`config.mk`:
```
export PLATFORM = sky130hd
export DESIGN_NAME = control_pipe_flat
export DESIGN_NICKNAME = d
export VERILOG_FILES = /design/src/rtl/control_pipe_if.sv /design/src/rtl/control_pipe.sv /design/src/flat_wrapper.sv
export SDC_FILE = /design/constraint.sdc
export NUM_CORES = 1
export LEC_CHECK = 0
export CORE_ASPECT_RATIO = 0.5
export CORE_MARGIN = 2
export CORE_UTILIZATION = 44
export DETAILED_ROUTE_END_ITERATION = 6
export PLACE_DENSITY_LB_ADDON = 0.08
export SLEW_MARGIN = 40
export SYNTH_ARGS = -nofsm -noshare
export SYNTH_HDL_FRONTEND = slang
export SYNTH_SLANG_ARGS = --single-unit
```
`constraint.sdc`:
```
create_clock -name i_clk -period 1.8 [get_ports i_clk]
set_input_delay 0.36 -clock i_clk [delete_from_list [all_inputs] [get_ports i_clk]]
set_output_delay 0.36 -clock i_clk [all_outputs]
set_load 0.01 [all_outputs]
```
`src/rtl/control_pipe_if.sv`:
```
// control_pipe_if: ID-stage instruction fields in, per-stage control bundle out.
interface control_pipe_if #(
  parameter int REG_W   = 5,
  parameter int ALUOP_W = 4
);
  logic [5:0]         i_op;
  logic [5:0]         i_func;
  logic [REG_W-1:0]   i_rs;
  logic [REG_W-1:0]   i_rt;
  logic [REG_W-1:0]   i_rd;
  logic               i_valid;
  logic               i_flush;
  logic               i_halt;
  logic               o_stall;
  logic [ALUOP_W-1:0] o_ex_ALUop;
  logic               o_ex_ALUsrc;
  logic               o_ex_RegDst;
  logic               o_ex_shmat;
  logic               o_ex_illegal;
  logic               o_mem_MemRead;
  logic               o_mem_MemWrite;
  logic [2:0]         o_mem_load_store_type;
  logic               o_wb_RegWrite;
  logic               o_wb_MemtoReg;
  logic [REG_W-1:0]   o_wb_dest;
  modport master (
    output i_op, i_func, i_rs, i_rt, i_rd, i_valid, i_flush, i_halt,
    input  o_stall, o_ex_ALUop, o_ex_ALUsrc, o_ex_RegDst, o_ex_shmat, o_ex_illegal,
    input  o_mem_MemRead, o_mem_MemWrite, o_mem_load_store_type,
    input  o_wb_RegWrite, o_wb_MemtoReg, o_wb_dest
  );
  modport slave (
    input  i_op, i_func, i_rs, i_rt, i_rd, i_valid, i_flush, i_halt,
    output o_stall, o_ex_ALUop, o_ex_ALUsrc, o_ex_RegDst, o_ex_shmat, o_ex_illegal,
    output o_mem_MemRead, o_mem_MemWrite, o_mem_load_store_type,
    output o_wb_RegWrite, o_wb_MemtoReg, o_wb_dest
  );
endinterface

```
`src/rtl/control_pipe.sv`:
```
// control_pipe: MIPS-style ID decode feeding an EX/MEM/WB control pipeline with load-use stall, flush and halt.
module control_pipe #(
  parameter int REG_W     = 5,
  parameter int ALUOP_W   = 4,
  parameter bit HAZARD_EN = 1'b1
) (
  input logic i_clk,
  input logic i_reset,
  control_pipe_if.slave p
);
  logic [3:0]         d_alu;
  logic               d_src, d_rdst, d_sh, d_ill, d_mr, d_mw, d_rw, d_m2r, r_alu, imm_wr;
  logic [2:0]         d_ls;
  logic [REG_W-1:0]   d_dest;
  logic [ALUOP_W-1:0] ex_alu;
  logic               ex_src, ex_rdst, ex_sh, ex_ill, ex_mr, ex_mw, ex_rw, ex_m2r;
  logic [2:0]         ex_ls;
  logic [REG_W-1:0]   ex_dest;
  logic               mem_mr, mem_mw, mem_rw, mem_m2r;
  logic [2:0]         mem_ls;
  logic [REG_W-1:0]   mem_dest;
  logic               wb_rw, wb_m2r;
  logic [REG_W-1:0]   wb_dest;
  logic               load_use, bubble;
  always_comb begin
    d_alu  = '0;
    d_src  = 1'b0;
    d_rdst = 1'b0;
    d_sh   = 1'b0;
    d_ill  = 1'b0;
    d_mr   = 1'b0;
    d_mw   = 1'b0;
    d_rw   = 1'b0;
    d_m2r  = 1'b0;
    d_ls   = '0;
    d_dest = '0;
    r_alu  = 1'b0;
    imm_wr = 1'b0;
    if (p.i_op == 6'h00) begin
      case (p.i_func)
        6'h20, 6'h21: r_alu = 1'b1;
        6'h22, 6'h23: begin r_alu = 1'b1; d_alu = 4'd1; end
        6'h24:        begin r_alu = 1'b1; d_alu = 4'd2; end
        6'h25:        begin r_alu = 1'b1; d_alu = 4'd3; end
        6'h26:        begin r_alu = 1'b1; d_alu = 4'd4; end
        6'h27:        begin r_alu = 1'b1; d_alu = 4'd5; end
        6'h2A:        begin r_alu = 1'b1; d_alu = 4'd6; end
        6'h00:        begin r_alu = 1'b1; d_alu = 4'd7; d_sh = 1'b1; end
        6'h02:        begin r_alu = 1'b1; d_alu = 4'd8; d_sh = 1'b1; end
        6'h03:        begin r_alu = 1'b1; d_alu = 4'd9; d_sh = 1'b1; end
        6'h04:        begin r_alu = 1'b1; d_alu = 4'd7; end
        6'h06:        begin r_alu = 1'b1; d_alu = 4'd8; end
        6'h07:        begin r_alu = 1'b1; d_alu = 4'd9; end
        6'h08:        ;
        6'h09:        r_alu = 1'b1;
        default:      d_ill = 1'b1;
      endcase
    end else begin
      case (p.i_op)
        6'h02:        ;
        6'h03:        begin d_rw = 1'b1; d_dest = REG_W'(31); end
        6'h04, 6'h05: d_alu = 4'd1;
        6'h08:        imm_wr = 1'b1;
        6'h0A:        begin imm_wr = 1'b1; d_alu = 4'd6; end
        6'h0C:        begin imm_wr = 1'b1; d_alu = 4'd2; end
        6'h0D:        begin imm_wr = 1'b1; d_alu = 4'd3; end
        6'h0E:        begin imm_wr = 1'b1; d_alu = 4'd4; end
        6'h0F:        begin imm_wr = 1'b1; d_alu = 4'd10; end
        // low opcode bits already encode {unsigned, size} for loads and stores
        6'h20, 6'h21, 6'h23, 6'h24, 6'h25: begin imm_wr = 1'b1; d_mr = 1'b1; d_m2r = 1'b1; d_ls = p.i_op[2:0]; end
        6'h28, 6'h29, 6'h2B:               begin d_src = 1'b1; d_mw = 1'b1; d_ls = p.i_op[2:0]; end
        default:      d_ill = 1'b1;
      endcase
    end
    if (r_alu) begin
      d_rdst = 1'b1;
      d_rw   = 1'b1;
      d_dest = p.i_rd;
    end
    if (imm_wr) begin
      d_src  = 1'b1;
      d_rw   = 1'b1;
      d_dest = p.i_rt;
    end
  end
  assign load_use  = HAZARD_EN && p.i_valid && ex_mr && (ex_dest != '0) && (ex_dest == p.i_rs || ex_dest == p.i_rt);
  assign p.o_stall = i_reset && (p.i_halt || (load_use && !p.i_flush));
  assign bubble    = !p.i_valid || p.i_flush || load_use;
  always_ff @(posedge i_clk or negedge i_reset) begin
    if (!i_reset) begin
      {ex_alu, ex_src, ex_rdst, ex_sh, ex_ill, ex_mr, ex_mw, ex_rw, ex_m2r, ex_ls, ex_dest} <= '0;
      {mem_mr, mem_mw, mem_rw, mem_m2r, mem_ls, mem_dest} <= '0;
      {wb_rw, wb_m2r, wb_dest} <= '0;
    end else if (!p.i_halt) begin
      ex_alu   <= bubble ? '0 : ALUOP_W'(d_alu);
      ex_src   <= !bubble && d_src;
      ex_rdst  <= !bubble && d_rdst;
      ex_sh    <= !bubble && d_sh;
      ex_ill   <= !bubble && d_ill;
      ex_mr    <= !bubble && d_mr;
      ex_mw    <= !bubble && d_mw;
      ex_rw    <= !bubble && d_rw;
      ex_m2r   <= !bubble && d_m2r;
      ex_ls    <= bubble ? '0 : d_ls;
      ex_dest  <= bubble ? '0 : d_dest;
      mem_mr   <= ex_mr;
      mem_mw   <= ex_mw;
      mem_rw   <= ex_rw;
      mem_m2r  <= ex_m2r;
      mem_ls   <= ex_ls;
      mem_dest <= ex_dest;
      wb_rw    <= mem_rw;
      wb_m2r   <= mem_m2r;
      wb_dest  <= mem_dest;
    end
  end
  assign p.o_ex_ALUop            = ex_alu;
  assign p.o_ex_ALUsrc           = ex_src;
  assign p.o_ex_RegDst           = ex_rdst;
  assign p.o_ex_shmat            = ex_sh;
  assign p.o_ex_illegal          = ex_ill;
  assign p.o_mem_MemRead         = mem_mr;
  assign p.o_mem_MemWrite        = mem_mw;
  assign p.o_mem_load_store_type = mem_ls;
  assign p.o_wb_RegWrite         = wb_rw && (wb_dest != '0);
  assign p.o_wb_MemtoReg         = wb_m2r;
  assign p.o_wb_dest             = wb_dest;
endmodule

```
`src/flat_wrapper.sv`:
```
// flat-port wrapper written by rule: the top's interface ports become plain ports
module control_pipe_flat 
#(
  parameter int REG_W     = 5,
  parameter int ALUOP_W   = 4,
  parameter bit HAZARD_EN = 1'b1
)
  (i_clk, i_reset, p_i_op, p_i_func, p_i_rs, p_i_rt, p_i_rd, p_i_valid, p_i_flush, p_i_halt, p_o_stall, p_o_ex_ALUop, p_o_ex_ALUsrc, p_o_ex_RegDst, p_o_ex_shmat, p_o_ex_illegal, p_o_mem_MemRead, p_o_mem_MemWrite, p_o_mem_load_store_type, p_o_wb_RegWrite, p_o_wb_MemtoReg, p_o_wb_dest);
  control_pipe_if #(.REG_W(REG_W), .ALUOP_W(ALUOP_W)) p_i ();
  input logic i_clk;
  input logic i_reset;
  input wire logic [$bits(p_i.i_op)-1:0] p_i_op;
  input wire logic [$bits(p_i.i_func)-1:0] p_i_func;
  input wire logic [$bits(p_i.i_rs)-1:0] p_i_rs;
  input wire logic [$bits(p_i.i_rt)-1:0] p_i_rt;
  input wire logic [$bits(p_i.i_rd)-1:0] p_i_rd;
  input wire logic [$bits(p_i.i_valid)-1:0] p_i_valid;
  input wire logic [$bits(p_i.i_flush)-1:0] p_i_flush;
  input wire logic [$bits(p_i.i_halt)-1:0] p_i_halt;
  output wire logic [$bits(p_i.o_stall)-1:0] p_o_stall;
  output wire logic [$bits(p_i.o_ex_ALUop)-1:0] p_o_ex_ALUop;
  output wire logic [$bits(p_i.o_ex_ALUsrc)-1:0] p_o_ex_ALUsrc;
  output wire logic [$bits(p_i.o_ex_RegDst)-1:0] p_o_ex_RegDst;
  output wire logic [$bits(p_i.o_ex_shmat)-1:0] p_o_ex_shmat;
  output wire logic [$bits(p_i.o_ex_illegal)-1:0] p_o_ex_illegal;
  output wire logic [$bits(p_i.o_mem_MemRead)-1:0] p_o_mem_MemRead;
  output wire logic [$bits(p_i.o_mem_MemWrite)-1:0] p_o_mem_MemWrite;
  output wire logic [$bits(p_i.o_mem_load_store_type)-1:0] p_o_mem_load_store_type;
  output wire logic [$bits(p_i.o_wb_RegWrite)-1:0] p_o_wb_RegWrite;
  output wire logic [$bits(p_i.o_wb_MemtoReg)-1:0] p_o_wb_MemtoReg;
  output wire logic [$bits(p_i.o_wb_dest)-1:0] p_o_wb_dest;
  assign p_i.i_op = p_i_op;
  assign p_i.i_func = p_i_func;
  assign p_i.i_rs = p_i_rs;
  assign p_i.i_rt = p_i_rt;
  assign p_i.i_rd = p_i_rd;
  assign p_i.i_valid = p_i_valid;
  assign p_i.i_flush = p_i_flush;
  assign p_i.i_halt = p_i_halt;
  assign p_o_stall = p_i.o_stall;
  assign p_o_ex_ALUop = p_i.o_ex_ALUop;
  assign p_o_ex_ALUsrc = p_i.o_ex_ALUsrc;
  assign p_o_ex_RegDst = p_i.o_ex_RegDst;
  assign p_o_ex_shmat = p_i.o_ex_shmat;
  assign p_o_ex_illegal = p_i.o_ex_illegal;
  assign p_o_mem_MemRead = p_i.o_mem_MemRead;
  assign p_o_mem_MemWrite = p_i.o_mem_MemWrite;
  assign p_o_mem_load_store_type = p_i.o_mem_load_store_type;
  assign p_o_wb_RegWrite = p_i.o_wb_RegWrite;
  assign p_o_wb_MemtoReg = p_i.o_wb_MemtoReg;
  assign p_o_wb_dest = p_i.o_wb_dest;
  control_pipe #(.REG_W(REG_W), .ALUOP_W(ALUOP_W), .HAZARD_EN(HAZARD_EN)) u_core (.i_clk(i_clk), .i_reset(i_reset), .p(p_i));
endmodule
```
### Word level (Yosys, flattened, before mapping)

Index checks and enable logic that the tools add are counted.

| storage, ports and cells | value |
|---|---|
| input bits | 32 |
| bits in registers | 37 |
| output and inout port bits | 21 |

| cells by class | value |
|---|---|
| equality and inequality tests | 36 |
| muxes and demuxes | 31 |
| reduce and logical (&&, ||, !) cells | 37 |

Operator list:

| cell | count |
|---|---|
| $eq 6x6->1 const B | 17 |
| $eq 6x4->1 const B | 8 |
| $pmux 4 s9 | 1 |
| $eq 6x3->1 const B | 5 |
| $mux 5 | 5 |
| $eq 6x2->1 const B | 4 |
| $pmux 4 s6 | 1 |
| $mux 1 | 19 |
| $reduce_or 18->1 | 1 |
| $reduce_or 17->1 | 1 |
| $reduce_or 16->1 | 1 |
| $logic_and 1x1->1 | 13 |
| $logic_not 6->1 | 2 |
| $reduce_or 11->1 | 1 |
| $eq 5x5->1 | 2 |
| $reduce_bool 5->1 | 2 |
| $reduce_or 2->1 | 5 |
| $mux 3 | 3 |
| $mux 4 | 2 |
| $reduce_or 8->1 | 1 |
| $reduce_or 3->1 | 2 |
| $reduce_or 5->1 | 1 |
| $logic_or 1x1->1 | 4 |
| $logic_not 1->1 | 3 |

### Logic depth before layout (Yosys ltp)

| logic depth | value |
|---|---|
| depth in word-level cells | 7 |
| gate-level depth with buffers | 6 |

### Worst setup path before layout

OpenSTA, ideal clock, no wires.

| timing path | value |
|---|---|
| path kind | reg-to-output |
| from | register u_core.ex_dest[1] |
| to | output port p_o_stall |
| path buffers | 0 |
| arrival time | 1,414 ps |
| stages on the path, launching flop included | 5 |
| setup slack | 26 ps |
| path through | dfrtp_1 or4_1 o211ai_2 nor3_1 o21a_1 |

| between the ends | value |
|---|---|
| word-level cells in the longest chain between the ends | 6 |
| elaborated cells between the ends (all ways) | 9 |

RTL lines:

| what | RTL line | RTL |
|---|---|---|
| start: declaration | control_pipe.sv:18 | `logic [REG_W-1:0] ex_dest;` |
| start signal: assignment | control_pipe.sv:105 | `ex_dest <= bubble ? '0 : d_dest;` |
| $eq 5x5->1 / $reduce_bool 5->1 (equally long branches) | control_pipe.sv:86 | `assign load_use = HAZARD_EN && p.i_valid && ex_mr && (ex_dest != '0) && (ex_dest == p.i_rs \|\| ex_dest == p.i_r ...` |
| $logic_or 1x1->1 / $logic_and 1x1->1 (equally long branches) | control_pipe.sv:86 |  |
| $logic_and 1x1->1 * | control_pipe.sv:86 |  |
| $logic_and 1x1->1 * | control_pipe.sv:87 | `assign p.o_stall = i_reset && (p.i_halt \|\| (load_use && !p.i_flush));` |
| $logic_or 1x1->1 * | control_pipe.sv:87 |  |
| $logic_and 1x1->1 * | control_pipe.sv:87 |  |
| end: declaration | flat_wrapper.sv:20 | `output wire logic [$bits(p_i.o_stall)-1:0] p_o_stall;` |

Mark *: on every way between the ends. The rest lies on a longest branch, timed or not.

### Worst setup path after layout

| timing path | value |
|---|---|
| from | register u_core.ex_dest[3] |
| to | output port p_o_stall |

The elaborated chain is that of the path after synthesis.

==> results_dict.tcl <==
set metrics [dict create \
    outcome "complete, but fails checks" \
    violations "setup timing" \
    place.gp.congestion 0.800 \
    drt_wl_total_mm 5.89 \
    grt_usage_pct 23.3 \
    clk_pin_slew_ns 0.09 \
    numCtsBuffers 5 \
    p_int_uw 1620 \
    port-buffer-count 52 \
    netlist_instances 203 \
    clock-sinks 37 \
    tightestPinTransition_ns 0.475 \
    synth_top_area_share_pct 45.5 \
    drt_iter0_drc 63 \
    syn-num-nets 235 \
    crit_path_end_kind "output pin" \
    routed_via_density 5.48 \
    setup_viol 20 \
    wl_per_cell_um 16.5 \
    synth_seq_cells 37 \
    slowest_delay_ns 0.55 \
    diodes 0 \
    ys_types 43 \
    p_switching_uw 542 \
    clkLatencyLatePin_ns 0.30 \
    cts_tree "yes" \
    dp_hpwl_mm 3.89 \
    synth-seq-area-share_pct 45.5 \
    hp-class "in2async" \
    met3_length_um 243 \
    maxCapViolCount 0 \
    slew_violations 0 \
    finalClockSkew_ns 0.0108 \
    fillCellCount 302 \
    rrSetupSlack_ns -0.19 \
    coreArea_sq_mm 0.00442 \
    dieArea_sq_mm 0.00521 \
    syn_area_sq_mm 0.00203 \
    p_sw_share_pct 25.1 \
    grt_max_degree 38 \
    drc 0 \
    pin_count 53 \
    die_h_um 52.1 \
    grt_pass1_vias 1934 \
    rsz0062_at_grt "yes" \
    top_layer "met4" \
    most-common-layout-cells "buf_4 (41), clkdlybuf4s50_1 (38), dfrtp_1 (36)" \
    met2_length_mm 2.88 \
    pwr-share-seq_pct 40.2 \
    drive_gt1_share_pct 37.9 \
    critPathTopFamily "simple AND/OR/NAND/NOR gates" \
    chipWidth_um 100 \
    p_per_area_mw_per_mm2 651 \
    dpl.cell_count 341 \
    required_ns 1.44 \
    ir_worst_vdd_uv 340 \
    wl_met1_mm 2.66 \
    p_leak_uw 0.00155 \
    syn_to_final_growth_pct 63.3 \
    htreeDepth 2 \
    crit_path_cell_trace "or4_4 -> o211ai_4 -> nor3_2 -> o21a_1 -> buf_2" \
    slew_headroom_pct 68.3 \
    pre_cts_ws_ns -0.742 \
    layout_setup_ws_ns -0.366 \
    critPathKind "reg2out" \
    grt_overflow 0 \
    min_period_over_period_pct 120 \
    fmax_mhz 462 \
    avgSynthCellArea_sq_um 10.0 \
    yosys-top-cells-area "dfrtp_1 (46%), mux2_2 (10%), nand2_1 (5.2%)" \
    hold_violations 0 \
    yosys.area.top_type "dfrtp_1" \
    fin_util_pct 75.1 \
    root_buffer "clkbuf_8" \
    pwr-share-comb_pct 18.9 \
    crit_fanout 2 \
    firstDrtPassIters 4 \
    start_kind "flip-flop" \
    std_cell_rows 17 \
    layout.cells.non_filler 358 \
    postRouteAntennaNets 0 \
    yosys_warnings 0 \
    crit_path_top_delay_cell "or4_4" \
    cp_num_buf_inv 1 \
    clkPwrFrac_pct 40.9 \
    layout_commonest_cell "buf_4" \
    cp.arrival_ns 1.81 \
    clk_path_buf_depth 2 \
    grt_antenna_before_repair 0 \
    initial_core_util_pct 46.0 \
    nNetsFinal 332 \
    grt_pass1_wl_mm 9.27 \
    vias 1963 \
    final.min_clock_period_ns 2.17 \
]
-- per-stage QoR --
| step | hold WS [ns] | TNS [ns] | total power (uW) | instance area [sq um] |
|---|---|---|---|---|
| floorplan | 0.0644 | 0 | 1030 | 2030 |
| global placement | 0.460 | -6.23 | 1230 | 2880 |
| detailed placement | 0.471 | -7.66 | 1240 | 2880 |
| CTS | 0.181 | -1.94 | 2150 | 3240 |
| global route | 0.216 | -2.87 | 2240 | 3320 |
| finish | 0.176 | -1.99 | 2160 | 3320 |
-- area by class of cell --
cell class / instances / area, sq um / share of cell area, %
Clock inverter: 3 / 68.8 / 2.07
Clock buffer: 5 / 68.8 / 2.07
Tap cell: 57 / 71.3 / 2.15
Multi-Input combinational cell: 151 / 1240 / 37.4
Timing Repair Buffer: 101 / 927 / 27.9
Inverter: 4 / 15.0 / 0.452
Sequential cell: 37 / 927 / 27.9
-- cells by family after synthesis --
logic type | share of synthesized area (%)
AO/OA/AOI/OAI | 18.3
XOR/XNOR | 4.31
buffers and inverters | 3.57
flip-flops | 45.5
multiplexers | 11.0
AND/OR/NAND/NOR | 17.4
-- registers in the layout, summed over array words and instances, names as in the netlist --
signal                          flops
u_core.ex_dest                      5
u_core.ex_ls                        3
u_core.ex_mr                        1
u_core.ex_mw                        1
u_core.ex_rw                        1
u_core.mem_dest                     5
u_core.mem_rw                       1
u_core.p.o_ex_ALUop                 4
u_core.p.o_ex_ALUsrc                1
u_core.p.o_ex_RegDst                1
u_core.p.o_ex_illegal               1
u_core.p.o_ex_shmat                 1
u_core.p.o_mem_MemRead              1
u_core.p.o_mem_MemWrite             1
u_core.p.o_mem_load_store_type      3
u_core.p.o_wb_MemtoReg              1
u_core.p.o_wb_dest                  5
u_core.wb_rw                        1
-- power by group through the flow --
stage / combinational, uW / clock [uW] / sequential, uW
4_1_cts: 392 / 887 / 867
3_3_place_gp: 343 / 0 / 883
6_report: 409 / 884 / 868
2_1_floorplan: 142 / 0 / 888
3_5_place_dp: 353 / 0 / 884
5_1_grt: 440 / 926 / 871
-- routing by layer --
metal | track usage [%] | vias to the layer above
met5 | 0 | -
met4 | 6.62 | 0
met3 | 4.17 | 13
met2 | 40.9 | 64
met1 | 30.1 | 949
li1 | - | 937
-- path summary, 6_finish.rpt --
kind | startpoint | end | depth (start not counted)
min in group i_clk | u_core.p.o_ex_ALUop[2]$_DFFE_PN0N_ | u_core.p.o_ex_ALUop[2]$_DFFE_PN0N_ | 2
max in group asynchronous | i_reset | u_core.ex_dest[4]$_DFFE_PN0N_ | 2
hold reg to reg | u_core.p.o_ex_ALUop[2]$_DFFE_PN0N_ | u_core.p.o_ex_ALUop[2]$_DFFE_PN0N_ | 2
setup / recovery | u_core.ex_dest[3]$_DFFE_PN0N_ | p_o_stall | 5
hold / removal | i_reset | u_core.ex_dest[3]$_DFFE_PN0N_ | 2
setup reg to reg | u_core.ex_dest[3]$_DFFE_PN0N_ | u_core.ex_dest[1]$_DFFE_PN0N_ | 7
-- timing repair --
action | in CTS | in global routing
setup endpoints to repair | 16 | 21
resized for setup | 46 | 26
buffers inserted | 10 | 2
pin swaps | 18 | 8
cloned | 1 | 0
hold buffers | 0 | 0
-- worst reg2reg max path, stage by stage (launching register included) --
cell	delay (ns)
dfrtp_1	0.40
or4_4	0.55
o211ai_4	0.19
buf_4	0.15
o211ai_4	0.10
buf_12	0.17
buf_4	0.14
o31ai_2	0.21
-- Yosys cell counts (all sizes together) --
cell and count:
a211oi 1, a21o 1, a21oi 9, a22oi 1
a31oi 2, and2 1, and3 1, buf 3
clkbuf 8, dfrtp 37, inv 4, mux2 18
mux2i 2, nand2 28, nand2b 4, nand3 1
nand3b 3, nor2 10, nor2b 1, nor3 8
nor4 2, nor4b 1, o2111ai 1, o211ai 3
o21a 3, o21ai 10, o21bai 1, o22ai 5
o31a 1, o31ai 11, o41ai 3, or2 1
or3 4, or3b 1, or4 3, xor2 10
Power figures use the tool's default switching activity.
